<file path="src/rtl/sseg_mux_driver.sv">
// Time-multiplexed seven-segment scanner: frame-coherent shadow capture, per-digit
// blanking, leading-zero suppression and 16-phase PWM brightness per digit slot.
module sseg_mux_driver #(
    parameter int NUM_DIGITS = 4,
    parameter int SUBDIV     = 6250,
    parameter bit ACTIVE_LOW = 1'b1
) (
    input  logic                           clk,
    input  logic                           reset_n,
    input  logic                           en,
    input  logic [4*NUM_DIGITS-1:0]        hex_in,
    input  logic [NUM_DIGITS-1:0]          dp_in,
    input  logic [NUM_DIGITS-1:0]          blank_in,
    input  logic                           lz_suppress,
    input  logic [3:0]                     bright,
    output logic [NUM_DIGITS-1:0]          an,
    output logic [7:0]                     sseg,
    output logic [$clog2(NUM_DIGITS)-1:0]  digit_idx,
    output logic                           frame_tick
);

    localparam int IDX_W = $clog2(NUM_DIGITS);
    localparam int SUB_W = (SUBDIV > 1) ? $clog2(SUBDIV) : 1;
    localparam logic [IDX_W-1:0] LAST_IDX = IDX_W'(NUM_DIGITS - 1);
    localparam logic [SUB_W-1:0] LAST_SUB = SUB_W'(SUBDIV - 1);

    // Asserted-high segment pattern {g,f,e,d,c,b,a}; b and d are lowercase.
    function automatic logic [6:0] hex_font(input logic [3:0] v);
        logic [6:0] s;
        case (v)
            4'h0: s = 7'h3F;
            4'h1: s = 7'h06;
            4'h2: s = 7'h5B;
            4'h3: s = 7'h4F;
            4'h4: s = 7'h66;
            4'h5: s = 7'h6D;
            4'h6: s = 7'h7D;
            4'h7: s = 7'h07;
            4'h8: s = 7'h7F;
            4'h9: s = 7'h6F;
            4'hA: s = 7'h77;
            4'hB: s = 7'h7C;
            4'hC: s = 7'h39;
            4'hD: s = 7'h5E;
            4'hE: s = 7'h79;
            default: s = 7'h71;
        endcase
        return s;
    endfunction

    function automatic logic [7:0] drive_seg(input logic [7:0] s);
        return ACTIVE_LOW ? ~s : s;
    endfunction

    function automatic logic [NUM_DIGITS-1:0] drive_an(input logic [NUM_DIGITS-1:0] a);
        return ACTIVE_LOW ? ~a : a;
    endfunction

    logic [SUB_W-1:0]        sub;
    logic [3:0]              phase;
    logic                    primed;
    logic [4*NUM_DIGITS-1:0] hex_sh;
    logic [NUM_DIGITS-1:0]   dp_sh;
    logic [NUM_DIGITS-1:0]   blank_sh;
    logic                    lz_sh;

    logic sub_tc, phase_tc, wrap, capture;

    assign sub_tc   = (sub == LAST_SUB);
    assign phase_tc = sub_tc && (phase == 4'hF);
    assign wrap     = en && phase_tc && (digit_idx == LAST_IDX);
    // The very first cycle out of reset loads the shadows so the display starts without waiting a frame.
    assign capture  = wrap || !primed;

    // Scan counters: sub -> phase -> digit slot
    always_ff @(posedge clk or negedge reset_n) begin
        if (!reset_n) begin
            sub        <= '0;
            phase      <= '0;
            digit_idx  <= '0;
            frame_tick <= 1'b0;
            primed     <= 1'b0;
        end else begin
            primed     <= 1'b1;
            frame_tick <= wrap;
            if (en) begin
                sub <= sub_tc ? '0 : sub + 1'b1;
                if (sub_tc)
                    phase <= phase + 1'b1;
                if (phase_tc)
                    digit_idx <= (digit_idx == LAST_IDX) ? '0 : digit_idx + 1'b1;
            end
        end
    end

    // Frame shadow capture
    always_ff @(posedge clk or negedge reset_n) begin
        if (!reset_n) begin
            hex_sh   <= '0;
            dp_sh    <= '0;
            blank_sh <= '1;
            lz_sh    <= 1'b0;
        end else if (capture) begin
            hex_sh   <= hex_in;
            dp_sh    <= dp_in;
            blank_sh <= blank_in;
            lz_sh    <= lz_suppress;
        end
    end

    logic [NUM_DIGITS:0]   zero_above;
    logic [3:0]            cur_hex;
    logic                  cur_dp, cur_blank, cur_zero, suppress, dark, lit;
    logic [NUM_DIGITS-1:0] onehot;
    logic [NUM_DIGITS-1:0] an_p0;
    logic [7:0]            sseg_p0;

    // Slot decode from current counter state (p0)
    always_comb begin
        zero_above = '0;
        cur_hex    = '0;
        cur_dp     = 1'b0;
        cur_blank  = 1'b1;
        cur_zero   = 1'b0;
        onehot     = '0;
        zero_above[NUM_DIGITS] = 1'b1;
        for (int k = NUM_DIGITS - 1; k >= 0; k--)
            zero_above[k] = zero_above[k+1] && (hex_sh[4*k +: 4] == 4'h0);
        for (int k = 0; k < NUM_DIGITS; k++) begin
            if (IDX_W'(k) == digit_idx) begin
                cur_hex   = hex_sh[4*k +: 4];
                cur_dp    = dp_sh[k];
                cur_blank = blank_sh[k];
                cur_zero  = zero_above[k];
                onehot[k] = 1'b1;
            end
        end
        suppress = lz_sh && (digit_idx != '0) && cur_zero;
        dark     = cur_blank || (suppress && !cur_dp);
        lit      = en && !dark && (phase <= bright);
        an_p0    = lit ? onehot : '0;
        sseg_p0  = lit ? {cur_dp, (suppress ? 7'h00 : hex_font(cur_hex))} : 8'h00;
    end

    // Output register (p1): pins reflect counter state one clock later
    always_ff @(posedge clk or negedge reset_n) begin
        if (!reset_n) begin
            an   <= drive_an('0);
            sseg <= drive_seg(8'h00);
        end else begin
            an   <= drive_an(an_p0);
            sseg <= drive_seg(sseg_p0);
        end
    end

endmodule

</file>
<file path="config.mk">
export PLATFORM = sky130hd
export DESIGN_NAME = sseg_mux_driver
export DESIGN_NICKNAME = d
export VERILOG_FILES = /design/src/rtl/sseg_mux_driver.sv
export SDC_FILE = /design/constraint.sdc
export NUM_CORES = 1
export LEC_CHECK = 0
export CORE_MARGIN = 8
export CORE_UTILIZATION = 55
export DETAILED_ROUTE_END_ITERATION = 6
export PLACE_DENSITY = 0.92
export SKIP_CTS_REPAIR_TIMING = 1
export SLEW_MARGIN = 10
export SYNTH_ARGS = -nofsm -noshare
export SYNTH_HDL_FRONTEND = slang
export SYNTH_SLANG_ARGS = --single-unit
</file>
<file path="constraint.sdc">
create_clock -name clk -period 4.6 [get_ports clk]
set_clock_uncertainty 0.15 [all_clocks]
set_input_delay 1.38 -clock clk [delete_from_list [all_inputs] [get_ports clk]]
set_output_delay 1.38 -clock clk [all_outputs]
set_load 0.03 [all_outputs]
</file>
Word-level counts from Yosys, hierarchy flattened --
Memory sizes are Yosys's and may differ from the RTL's. Cells that the tools add are included.
Storage, ports and cells: input bits 32, logic and storage cells 73, memories 1, memory bits (read-only) 112, bits in registers 58, output and inout bits 15
Memories:
- (name not given) | depth 16, bits a word 7, rd ports 1, clocked after Yosys merged registers in 0, wr ports 0, RTL line 30 | case (v)
Operators by class: eq/ne operators 6, bitwise gates (word level) 2, muxes and demuxes 25, order comparisons 1, $add $sub $neg 3, reductions and logical operators 24
Operators with widths (number):
- 4-bit 2-to-1 mux | 5
- 4-bit logical NOT | 4
- 1-bit 2-to-1 mux | 16
- 13-bit by 1-bit adder with 13-bit output, second input constant | 1
- 13-bit equality test, second input constant | 1
- 13-bit 2-to-1 mux | 1
- 1-bit logical AND | 11
- 8-bit 2-to-1 mux | 1
- 8-bit NOT | 1
- 7-bit 2-to-1 mux | 1
- 4-bit by 1-bit adder with 4-bit output, second input constant | 1
- 2-bit equality test, first input constant | 2
- 4-bit equality test, second input constant | 1
- 4-bit less-or-equal comparator | 1
- 4-bit NOT | 1
- 2-bit AND reduction | 2
- 1-bit logical NOT | 3
- 2-bit by 1-bit adder with 2-bit output, second input constant | 1
- 1-bit by 2-bit equality test with 1-bit output, first input constant | 1
- 2-bit equality test, second input constant | 1
- 2-bit logical NOT | 1
- 1-bit logical OR | 2
- 2-bit 2-to-1 mux | 1
- 2-bit nonzero test | 1

Longest topological paths before layout --
Gate-level depths: netlist of the first run.
depth in word-level cells 16, depth in mapped cells 11, gate-level depth less buffers 10

Worst setup path before layout of the first run --
OpenSTA, ideal clock, no wires.
path type in2reg, start input bright[3], end register sseg[5], cell stages on the path 7, arrival 2702 ps, slack 1640 ps, buffers on the path 0, library setup time 108 ps, data required time 4342 ps, cell sequence inv_1 -> ha_1 -> a21oi_1 -> nand3_1 -> a221oi_2 -> o21a_1 -> o311ai_0
Between the ends: longest elaborated chain between the ends 4
Ends and longest elaborated chain:
- start, declared | RTL line 15 | input logic [3:0] bright,
- 4-bit less-or-equal comparator | RTL line 140 | lit = en && !dark && (phase <= bright);
- 1-bit logical AND | RTL line 140
- 8-bit 2-to-1 mux | RTL line 142 | sseg_p0 = lit ? {cur_dp, (suppress ? 7'h00 : hex_font(cur_hex))} : 8'h00;
- 8-bit NOT | RTL line 52 | return ACTIVE_LOW ? ~s : s;
- end signal, assigned | RTL line 149 | sseg <= drive_seg(8'h00);
- end signal, assigned | RTL line 152 | sseg <= drive_seg(sseg_p0);
- end, declared | RTL line 17 | output logic [7:0] sseg,
Every way passes these cells. A chain may end at the register's enable or synchronous reset.

Final worst setup path of the first run --
Same ends and word-level chain as after synthesis.

==> results of run 1 <==
-- worst max-delay path by stage --
stage / endpoint / slack (ns) / cells past startpoint
detailed placement: sseg[5] / 0.96 / 8
global route: sseg[5] / 1.16 / 8
finish: sseg[5] / 1.29 / 8
CTS: sseg[5] / 1.32 / 8
global placement: sseg[5] / 1.06 / 8
floorplan: sseg[5] / 1.64 / 7
-- registers in the layout, summed over array words and instances, names as in the netlist --
register / count
sseg: 8
digit_idx: 2
lz_sh: 1
sub: 13
blank_sh: 4
frame_tick: 1
dp_sh: 4
phase: 4
an: 4
primed: 1
hex_sh: 16
-- cells in the final DEF, fill, tap and decap left out, types with 8 or more instances in the layout --
cell type        count
clkdlybuf4s50_1     45
dfrtp_1             42
nand2_1             21
inv_1               16
ha_1                16
dfstp_2             16
mux2_1              14
nor2_1              12
mux2_2              11
clkbuf_8            11
xnor2_1             10
nand3_1              8
o21ai_0              8
-- worst max-delay path, delay by kind of cell --
kind,cells,cell delay [ns]
AO/OA/AOI/OAI,4,1.07
adder cells (fa/ha/maj),1,0.33
buffers and inverters,2,0.49
AND/OR/NAND/NOR,1,0.11
-- cell type report --
type	count	area, sq um	area share [%]
sequential	58	1471	40.04
multi-input combinational	183	1409	38.34
timing repair buffer	48	470.5	12.80
clock buffer	13	158.9	4.324
tap	72	90.09	2.451
inverter	16	60.06	1.634
clock inverter	3	15.01	0.4086
-- per-layer routing --
metal	global-route usage (%)	wire [microns]	part of all wire, %	vias up
met2	29.02	3276	51	66
met1	18.89	2629	41	1072
met5	0	0	0	-
met3	6.816	428	6.6	11
met4	6.519	108	1.7	0
li1	-	-	-	1041
-- where the power goes --
| group | internal [W] | total [W] | switching [W] |
|---|---|---|---|
| clock network | 0.000222 | 0.000419 | 0.000197 |
| registers | 0.000572 | 0.000622 | 0.0000495 |
| logic | 0.000109 | 0.000215 | 0.000106 |
| total | 0.000904 | 0.00126 | 0.000353 |
-- through the flow --
stage               instance area [sq um]  power (W)
global placement                     3501  0.0008293
global route                         3675   0.001321
finish                               3675   0.001256
CTS                                  3675   0.001262
detailed placement                   3501  0.0008434
floorplan                            3013  0.0007578
-- kinds of logic (layout without fill, tap and decap cells) --
logic type / Yosys count / count (layout) / synth area share, %
mux: 28 / 28 / 10.51
compound gates: 41 / 41 / 9.676
buf+inv: 26 / 80 / 4.402
other cells: 1 / 1 / 0.1245
xor+xnor: 13 / 13 / 3.779
simple gates: 84 / 84 / 16.03
fa+ha+maj: 16 / 16 / 6.644
flops: 58 / 58 / 48.84
==> metrics, run 1 <==
status finished, final reports clean; type of the worst min-delay path flip-flop to flip-flop; Critical Path End Type flip-flop; Final TNS setup 0 ns; Routed WL 6443 microns; Post-synth EDFFs 0; P&R area growth vs syn 21.97%; FF-to-FF Start digit_idx[1]; fin. max-slew vios 0; total track usage 17.14%; Clock Latency Late Sink 0.35 ns; post-synthesis net count 315; f_max 0.3025 GHz; library cells used by synthesis 55; Synth area leaders dfrtp_1, dfstp_2, ha_1, mux2_1, mux2_2; Final WS setup 1.294 ns; WL/cell 16.39 microns; Final ANT Viol Nets 0; R2R depth 10; TritonCTS Buffers 9; share of cells above drive strength 1 16.51%; GRT Residual Overflow 0; vias in the first global route 2335; crit-path max FO 7; startpoint types primary input; Worst VDD drop 0.2678 mV; largest net degree at the start of global routing 35; Mapped Cells roughly 270; Post-synth top cells dfrtp_1, nand2_1, dfstp_2, ha_1, inv_1; most common flop cell mapped by yosys dfrtp_1; Final GP Congestion 0.9041; CTS Sinks between 50 and 60; Crit path required time 4.67 ns; pin slew with the least headroom to its limit ~0.88 ns; arrival time at the worst endpoint roughly 3.4 ns; Min-Delay Path Depth 1; count leader, synth dfrtp_1; sequential area share after synthesis about 49%; worst slack at placement 0.9586 ns; Placed Cells 377; DRC 0; clock buffer depth 2; crit path launch bright[3]; Core Rows 27; min-delay src sub[9]; I/O Pins 47; Die W 90.02 microns; first-pass GRT wire length 11170 microns; Synth warnings 0; Worst Hold End sub[9]; #FFs+latches synth 58; CTS tree done; ys async rst share 100.0%; Final Cycle Share around 70%; leading area contributor after synthesis dfrtp_1; fillers 406; Synth top area share a little over a third; Final nets 364; Rel. slew slack 41.11%; unrepaired setup endpoints after global routing false; port bufs 46; Pwr Density 341.9 nW/um^2; slowest cell delay on critical path 0.45 ns; Worst-path clk slew 0.07 ns; Setup CP Type primary input to flip-flop; initial DRC count 131; Pre-antenna DRT Iters 4; slack of the worst reg-to-reg path 1.60 ns; Non-Filler Instances 393; die area 8103 sq um; Synth Area per Inst 11.28 sq um; Hold WS 0.3572 ns; Tmin final 3.306 ns; crit-path cells clkdlybuf4s50_1 > inv_1 > ha_1 > a21oi_1 > nand3_1 > a221oi_2 > o21a_1 > o311ai_0; Synth Cell Area 3013 sq um; slowest CP cell clkdlybuf4s50_1; root buf cell clkbuf_8; core area roughly 5400 sq um; Via Count 2190; max_cap viols 0; antenna fix cells 0; Initial Util 55.74%; Final setup viols 0; worst r2r dst sseg[5]; utilization after layout 67.99%; Via density 5.573; Die H 90.02 microns; Lkg Pwr 1.575 nW; H-tree levels 3; dpl hpwl 4748 microns; antenna violations before repair 0; Final Hold Viols 0
No activity file was read; power rests on OpenSTA's default activity.
==> run 2, diff against run 1 <==
--- a/config.mk
+++ b/config.mk
@@ -6,9 +6,9 @@
 export NUM_CORES = 1
 export LEC_CHECK = 0
 export CORE_MARGIN = 8
-export CORE_UTILIZATION = 55
+export CORE_UTILIZATION = 48
 export DETAILED_ROUTE_END_ITERATION = 6
-export PLACE_DENSITY = 0.92
+export PLACE_DENSITY = 0.86
 export SKIP_CTS_REPAIR_TIMING = 1
 export SLEW_MARGIN = 10
 export SYNTH_ARGS = -nofsm -noshare
==> constraint.sdc (replaced) <==
create_clock -name clk -period 3 [get_ports clk]
set_clock_uncertainty 0.15 [all_clocks]
set_input_delay 0.9 -clock clk [delete_from_list [all_inputs] [get_ports clk]]
set_output_delay 0.9 -clock clk [all_outputs]
set_load 0.03 [all_outputs]
==> run 2 against run 1 <==
  * Critical path depth up 1
  * Via count up 1.9%
  * Wire length down 0.59%
  * Hold slack better by 0.0061 ns
  * Combinational power up 55%
  * Sequential share of layout area down 1.3 points
  * Clock-buffer cell count up 1
  * Die area up 12%
  * Critical path type unchanged
  * Critical endpoint unchanged
==> metrics, run 2 (synthesis results as in run 1) <==
R2R depth 10 (unchanged); crit-path max FO 7 (unchanged); status finished, final reports clean (unchanged); Final Cycle Share 90.93%; f_max 0.3666 GHz; fin. max-slew vios 0 (unchanged); Final GP Congestion 0.8455 (was 0.9041); antenna fix cells 0 (unchanged); Core Rows 29 (was 27); antenna violations before repair 0 (unchanged); Die H 95.23 microns (was 90.02 microns); register area 1471 sq um (unchanged); die area 9068 sq um (was 8103 sq um); registers with the most flip-flops hex_sh x16, sub x13, sseg x8 (unchanged); slowest cell delay on critical path 0.46 ns (was 0.45 ns); Top reg by flops hex_sh (unchanged); share of power burned in registers 47.3% (was 49.5%); Worst Hold End dp_sh[1] (was sub[9]); crit-path cells clkdlybuf4s50_1 > inv_1 > ha_1 > a21oi_1 > nand3_1 > a221oi_2 > buf_4 > o21a_1 > o311ai_0 (was clkdlybuf4s50_1 > inv_1 > ha_1 > a21oi_1 > nand3_1 > a221oi_2 > o21a_1 > o311ai_0); Cell Int Power 0.001482 W (was 0.0009037 W); P&R area growth vs syn 26.04% (was 21.97%); CTS Sinks 58 (unchanged); Crit path required time 3.08 ns (was 4.67 ns); Clock Latency Late Sink 0.34 ns (was 0.35 ns); footprint of the multi-input gates 1414 sq um (was 1409 sq um); max_cap viols 0 (unchanged); slowest CP cell clkdlybuf4s50_1 (unchanged); Tmin final 2.728 ns; TritonCTS Buffers 9 (unchanged); min-delay src dp_sh[1] (was sub[9]); type of the worst min-delay path flip-flop to flip-flop (unchanged); Final Hold Viols 0 (unchanged); commonest non-fill, non-tap cell in the layout clkdlybuf4s50_1 (unchanged); root buf cell clkbuf_8 (unchanged); utilization after layout 61.20% (was 67.99%); clock buffer depth 2 (unchanged); Critical Path End Type flip-flop (unchanged); Die W 95.23 microns (was 90.02 microns); FF-to-FF Start digit_idx[1] (unchanged); Initial Util 48.56% (was 55.74%); Min-Delay Path Depth 1 (unchanged); H-tree levels 3 (unchanged); Largest register FFs 16 (unchanged); Final nets 374 (was 364); GRT Residual Overflow 0 (unchanged); Rel. slew slack 55.58% (was 41.11%); Via Count 2231 (was 2190); I/O Pins 47 (unchanged); Pwr Density 531.4 nW/um^2 (was 341.9 nW/um^2); pin slew with the least headroom to its limit 0.6663 ns (was 0.8817 ns); arrival time at the worst endpoint 2.81 ns (was 3.38 ns); Clock Power Share 36.1% (was 33.4%); core area 6205 sq um (was 5405 sq um); Final ANT Viol Nets 0 (unchanged); port bufs 46 (unchanged); switching portion of total power 26.58% (was 28.07%); unrepaired setup endpoints after global routing false (unchanged); Lkg Pwr 1.637 nW (was 1.575 nW); largest net degree at the start of global routing 31 (was 35); Worst VDD drop 0.2880 mV (was 0.2678 mV); Net Sw Power 0.0005363 W (was 0.0003527 W); most frequent cells in the layout clkdlybuf4s50_1, dfrtp_1, nand2_1 (unchanged); Pre-antenna DRT Iters 4 (unchanged); combinational group share of total power 16.6% (was 17.1%); Setup CP Type primary input to flip-flop (unchanged); DRC 0 (unchanged); total track usage 15.56% (was 17.14%); WL/cell 15.70 microns (was 16.39 microns); first-pass GRT wire length 10800 microns (was 11170 microns); vias in the first global route 2292 (was 2335); initial DRC count 113 (was 131); slack of the worst reg-to-reg path 0.39 ns (was 1.60 ns); CTS tree done (unchanged); fillers 484 (was 406); Routed WL 6405 microns (was 6443 microns); dpl hpwl 4824 microns (was 4748 microns); worst r2r dst sseg[5] (unchanged); share of cells above drive strength 1 19.03% (was 16.51%); Hold WS 0.3633 ns (was 0.3572 ns); Final setup viols 0 (unchanged); startpoint types primary input (unchanged); Worst-path clk slew 0.07 ns (about the same); Via density 5.468 (was 5.573)
run 2: metrics by stage:
step                std cells   TNS (ns)  instance area, sq um  worst slack [ns]  total power, W
global route              408          0                  3797            0.1738        0.002134
floorplan                 267          0                  3013            0.2886        0.001162
finish                    408          0                  3797            0.2720        0.002018
detailed placement        392    -0.1556                  3595          -0.08070        0.001300
CTS                       408          0                  3792            0.2177        0.002041
global placement          392  -0.009306                  3595         -0.009306        0.001282
run 2: critical path: cells and delay by family:
family / cells / cell delay (ns)
adders and majority gates: 1 / 0.33
buffers and inverters: 3 / 0.68
AOI/OAI and AO/OA: 4 / 0.80
and+or+nand+nor: 1 / 0.10
run 2: how the worst max path moves through the flow:
stage                       startpoint      end  depth (start not counted)
after floorplan           digit_idx[0]  sseg[5]                         10
after global placement       bright[3]  sseg[5]                          9
after detailed placement     bright[3]  sseg[5]                          9
after CTS                 digit_idx[1]  sseg[5]                         10
after global routing      digit_idx[1]  sseg[5]                         10
final                        bright[3]  sseg[5]                          9
run 2: area by class of cell:
class                   count  area share, %
clock buffers              14          4.283
clock inverters             2         0.9226
inverters                  16          1.582
multi-input cells         183          37.23
flip-flops and latches     58          38.75
well taps                  77          2.537
repair buffers             58          14.70
run 2: power by group through the flow:
stage	Sequential (W)	Clock [W]	Combinational, W
global placement	0.000959	0	0.000323
floorplan	0.000968	0	0.000194
detailed placement	0.000963	0	0.000337
global route	0.000965	0.000793	0.000376
CTS	0.000953	0.000750	0.000339
finish	0.000955	0.000729	0.000334
run 2: per-layer routing:
layer	routed length, microns	track usage (%)	up-vias
met5	0	0	-
met2	3249	26.12	51
met1	2555	16.89	1102
met4	115	6.502	0
li1	-	-	1068
met3	484	6.614	10
